## src/rtl/dedup_stream_k.sv

```systemverilog
// dedup_stream_k: streaming sorted-word filter keeping at most MAX_DUP
// copies per value, with a buffered result and registered read port.
module dedup_stream_k #(
    parameter int DATA_W  = 32,
    parameter int DEPTH   = 16,
    parameter int MAX_DUP = 1,
    parameter int K_W     = $clog2(DEPTH + 1)
) (
    input  logic              clk,
    input  logic              rst,
    input  logic              clear,
    input  logic              in_valid,
    output logic              in_ready,
    input  logic [DATA_W-1:0] in_data,
    input  logic              in_last,
    input  logic [K_W-1:0]    rd_addr,
    output logic [DATA_W-1:0] rd_data,
    output logic [K_W-1:0]    k,
    output logic              done,
    output logic              overflow,
    output logic              unsorted_err
);

    localparam int R_W = $clog2(MAX_DUP + 1);
    localparam int A_W = (DEPTH > 1) ? $clog2(DEPTH) : 1;

    typedef enum logic {
        S_ACCEPT,
        S_DONE
    } state_t;

    state_t            state_q;
    logic [K_W-1:0]    k_q;
    logic [R_W-1:0]    run_q;
    logic [DATA_W-1:0] last_q;
    logic [DATA_W-1:0] rd_data_q;
    logic              done_q;
    logic              ovf_q;
    logic              uns_q;
    logic [DATA_W-1:0] mem_q [DEPTH];

    logic accept;
    logic same_val;
    logic keep;
    logic full;

    assign in_ready = (state_q == S_ACCEPT) & ~clear;
    assign accept   = in_valid & in_ready;
    assign same_val = (k_q != '0) && (in_data == last_q);
    assign keep     = !same_val || (run_q < R_W'(MAX_DUP));
    assign full     = (k_q == K_W'(DEPTH));

    // Kept-element storage; contents survive reset, only k bounds them.
    always_ff @(posedge clk) begin
        if (accept && keep && !full) begin
            mem_q[k_q[A_W-1:0]] <= in_data;
        end
    end

    // Frame control, keep/drop decision, sticky flags and read port.
    always_ff @(posedge clk or negedge rst) begin
        if (!rst) begin
            state_q   <= S_ACCEPT;
            k_q       <= '0;
            run_q     <= '0;
            last_q    <= '0;
            rd_data_q <= '0;
            done_q    <= 1'b0;
            ovf_q     <= 1'b0;
            uns_q     <= 1'b0;
        end else begin
            if (rd_addr < k_q) begin
                rd_data_q <= mem_q[rd_addr[A_W-1:0]];
            end else begin
                rd_data_q <= '0;
            end
            if (clear) begin
                state_q <= S_ACCEPT;
                k_q     <= '0;
                run_q   <= '0;
                done_q  <= 1'b0;
                ovf_q   <= 1'b0;
                uns_q   <= 1'b0;
            end else if (accept) begin
                if (k_q != '0 && in_data < last_q) begin
                    uns_q <= 1'b1;
                end
                if (keep) begin
                    last_q <= in_data;
                    run_q  <= same_val ? run_q + 1'b1 : R_W'(1);
                    if (full) begin
                        ovf_q <= 1'b1;
                    end else begin
                        k_q <= k_q + 1'b1;
                    end
                end
                if (in_last) begin
                    state_q <= S_DONE;
                    done_q  <= 1'b1;
                end
            end
        end
    end

    assign rd_data      = rd_data_q;
    assign k            = k_q;
    assign done         = done_q;
    assign overflow     = ovf_q;
    assign unsorted_err = uns_q;

endmodule

```

## config.mk

```make
export PLATFORM = sky130hd
export DESIGN_NAME = dedup_stream_k
export DESIGN_NICKNAME = d
export VERILOG_FILES = /design/src/rtl/dedup_stream_k.sv
export SDC_FILE = /design/constraint.sdc
export NUM_CORES = 1
export LEC_CHECK = 0
export BUFFER_PORTS_ARGS = -buffer_cell sky130_fd_sc_hd__buf_4
export CAP_MARGIN = 40
export CORE_MARGIN = 2
export CORE_UTILIZATION = 42
export CTS_CLUSTER_DIAMETER = 150
export DETAILED_ROUTE_END_ITERATION = 7
export GPL_ROUTABILITY_DRIVEN = 0
export PLACE_DENSITY = 0.66
export SLEW_MARGIN = 10
export SYNTH_ARGS = -nofsm -noshare
export SYNTH_HDL_FRONTEND = slang
export SYNTH_SLANG_ARGS = --single-unit
export TNS_END_PERCENT = 20
```

## constraint.sdc

```tcl
create_clock -name clk -period 10.9 [get_ports clk]
set_clock_uncertainty 0.2 [all_clocks]
set_input_delay 0.545 -clock clk [delete_from_list [all_inputs] [get_ports clk]]
set_output_delay 0.545 -clock clk [all_outputs]
set_load 0.02 [all_outputs]
```

==> flow_metrics.tcl <==
set metrics [dict create \
    timing.setup.tns_ns 0 \
    yosysUniqueCellTypes 36 \
    vias 11200 \
    drt_pre_antenna_iters 5 \
    vias_per_cell 5.65 \
    worstPathCellList "inv_1 > ha_1 > nor4b_1 > nor3_1 > nand3_1 > buf_4 > nand3_1 > nor3_2 > buf_4" \
    ir_worst_vdd_uv 131 \
    fill_cells 4319 \
    wl_per_cell_um 25.2 \
    swShare 0.212 \
    cts_tree "yes" \
    relSlewSlack 0.440 \
    slew_violations 0 \
    port_buffers 82 \
    max_freq_mhz 252 \
    p_comb_frac 0.068 \
    cts-root-buf "clkbuf_16" \
    ys_ff_latch 585 \
    grt-ovfl-total 0 \
    arrival_ns 4.00 \
    cp_top_family "simple AND/OR/NAND/NOR gates" \
    grt_max_degree 56 \
    ios 83 \
    p_int_uw 3880 \
    rsz0062_at_grt "no" \
    syn_nets 1196 \
    initial_utilization 0.426 \
    hold_path_class "in2reg" \
    yosysWarnings 0 \
    drc_errors 0 \
    nets 1318 \
    avgSynthCellArea_sq_um 20.7 \
    die_w_um 238 \
    leakage_uw 0.00921 \
    rows 85 \
    antenna_found_initial 0 \
    clkPwrFrac 0.426 \
    pwr-share-seq 0.506 \
    grt_util_all_layers 0.181 \
    period_needed_ns 3.96 \
    grt_pass1_wl_um 75400 \
    coreArea_sq_um 54000 \
    hold_violations 0 \
    clk_path_buf_depth 3 \
    seq_area_frac_synth 0.747 \
    critical_path_buf_inv_count 3 \
    instances_no_fill 1982 \
    power_density_nw_per_um2 183 \
    start_kind "register" \
    path_max_fanout 39 \
    die_h_um 238 \
    placed_cells 1866 \
    postRouteAntennaNets 0 \
    syn_area_sq_um 23000 \
    num_antenna_cells 0 \
    cts_buffers 58 \
    cp.required_ns 10.94 \
    dieArea_sq_um 56700 \
    drtIter0Drc 1246 \
    slowest_stage "nor3_2" \
    grt_pass1_vias 11900 \
    drv_cap 0 \
    tightest_slew_ns 0.836 \
    drive_gt1_frac 0.304 \
    fin_crit_sh 0.363 \
    path_clk_slew_ns 0.06 \
    place_hpwl_um 30000 \
    total_switching_power_uw 1040 \
    finalSetupViolCount 0 \
    crit_path_max_incr_delay_ns 0.71 \
    clock_latency_ns 0.61 \
    cp-end-kind "register" \
    syn_inst 1114 \
    drt_wl_total_um 50000 \
    status "finished clean" \
    htree_num_levels 2 \
    crit_type "reg2reg" \
    clock_sinks 585 \
    area_growth_syn_to_layout_pct 16.7 \
]
[kinds of logic after synthesis]
family,after synthesis,synth area share
mux,165,0.159
simple gates,97,0.0219
buf+inv,131,0.0242
flops,585,0.747
fa+ha+maj,40,0.0217
compound gates,96,0.0262
[final cells by class]
type                            instances  area (sq um)  area share
Sequential cell                       585         17200       0.640
Multi-Input combinational cell        398          5300       0.197
Clock buffer                           82          1720      0.0638
Timing Repair Buffer                  119          1170      0.0437
Tap cell                              696           871      0.0324
Clock inverter                         28           327      0.0122
Inverter                               74           278      0.0103
[layer usage]
metal | global-route usage | wire (um)
met1 | 0.256 | 21700
met2 | 0.285 | 23700
met3 | 0.0428 | 3470
met4 | 0.0492 | 1180
met5 | 0 | 0
[power by group through the flow]
| stage | registers (uW) | clock network, uW | logic [uW] |
|---|---|---|---|
| detailed placement | 2540 | 0 | 335 |
| global route | 2500 | 2220 | 368 |
| CTS | 2490 | 2140 | 338 |
| floorplan | 2550 | 0 | 186 |
| global placement | 2540 | 0 | 319 |
| finish | 2490 | 2100 | 334 |
[worst reg2reg max path, stage by stage, from the launching register on]
cell and delay, ns:
dfrtp_1 0.41, inv_1 0.15, ha_1 0.23, nor4b_1 0.40
nor3_1 0.10, nand3_1 0.11, buf_4 0.40, nand3_1 0.32
nor3_2 0.71, buf_4 0.55
[flip-flops by register name, summed over array words and instances, names as in the netlist]
register      count
k                 5
overflow          1
last_q           32
unsorted_err      1
done              1
mem_q           512
rd_data          32
run_q             1
[cells in the final DEF (no fill, tap or decap), types with 2 or more instances in the layout]
cell type,instances
ha_1,39
nor2_1,14
a21o_1,4
nor4_1,2
nand2b_1,3
clkbuf_1,10
nand4_1,8
clkinvlp_4,3
dlygate4sd3_1,5
a211oi_1,34
mux4_2,160
buf_16,5
o21ai_0,38
inv_6,2
nor4b_1,2
nor3_1,5
nand3_1,36
clkbuf_16,61
and3_2,12
mux2i_1,2
mux2_2,3
buf_12,13
dfrtp_1,73
inv_1,64
and2_1,2
clkinv_2,13
nand2_1,8
nor3_2,2
buf_4,95
a21oi_1,12
bufinv_16,7
edfxtp_1,512
clkinv_1,12
clkbuf_8,12
[final timing paths]
kind	end	slack (ns)	from	depth (start not counted)
worst max-delay path	mem_q[7][15]	6.94	k[1]	9
worst min-delay path	mem_q[14][11]	0.05	in_data[11]	1
worst max register to register	mem_q[7][15]	6.94	k[1]	9
worst min register to register	last_q[0]	0.32	last_q[0]	1
max in group asynchronous	rd_data[30]	9.56	rst	4
min in group asynchronous	rd_data[2]	0.13	rst	2
[cell usage after synthesis (all sizes together)]
cell | n | area share
a21o | 4 | 0.0013
a221oi | 1 | 0.00038
o21ai | 38 | 0.0083
dfrtp | 73 | 0.079
nor3 | 7 | 0.0015
and2 | 2 | 0.00054
inv | 65 | 0.011
nor2 | 14 | 0.0023
nor2b | 1 | 0.00027
a211o | 1 | 0.00038
nand4 | 8 | 0.0022
nor4 | 2 | 0.00054
mux4 | 160 | 0.16
nand3b | 1 | 0.00033
edfxtp | 512 | 0.67
nor4b | 2 | 0.00076
a211oi | 34 | 0.011
buf | 25 | 0.0069
mux2i | 2 | 0.00087
clkinv | 9 | 0.0015
o211ai | 1 | 0.00033
a22oi | 1 | 0.00033
nand2b | 3 | 0.00082
a31oi | 1 | 0.00027
mux2 | 3 | 0.0015
a311o | 1 | 0.00043
ha | 40 | 0.022
nand3 | 36 | 0.0078
a41oi | 1 | 0.00038
a21oi | 12 | 0.0026
and3 | 13 | 0.0035
clkbuf | 32 | 0.0052
nand2 | 8 | 0.0013
a221o | 1 | 0.00043
[per-stage QoR]
step,worst slack (ns),power (uW),cell area (sq um),hold WS (ns),util
6_report,6.94,4920,26900,0.0493,0.497
3_3_place_gp,6.64,2860,24400,0.209,0.451
2_1_floorplan,6.51,2740,23000,0.0494,-
5_1_grt,6.57,5080,26900,0.0245,0.497
3_5_place_dp,6.85,2880,24800,0.212,0.458
4_1_cts,6.89,4970,26800,0.0218,0.497
[repair_timing]
item,4_1_cts,5_1_grt
hold buffers,5,0
endpoints found under the setup margin,0,0
hold endpoints to repair,20,0
buffers inserted,0,0
resized for setup,0,0
(Power assumes the default switching activity.)
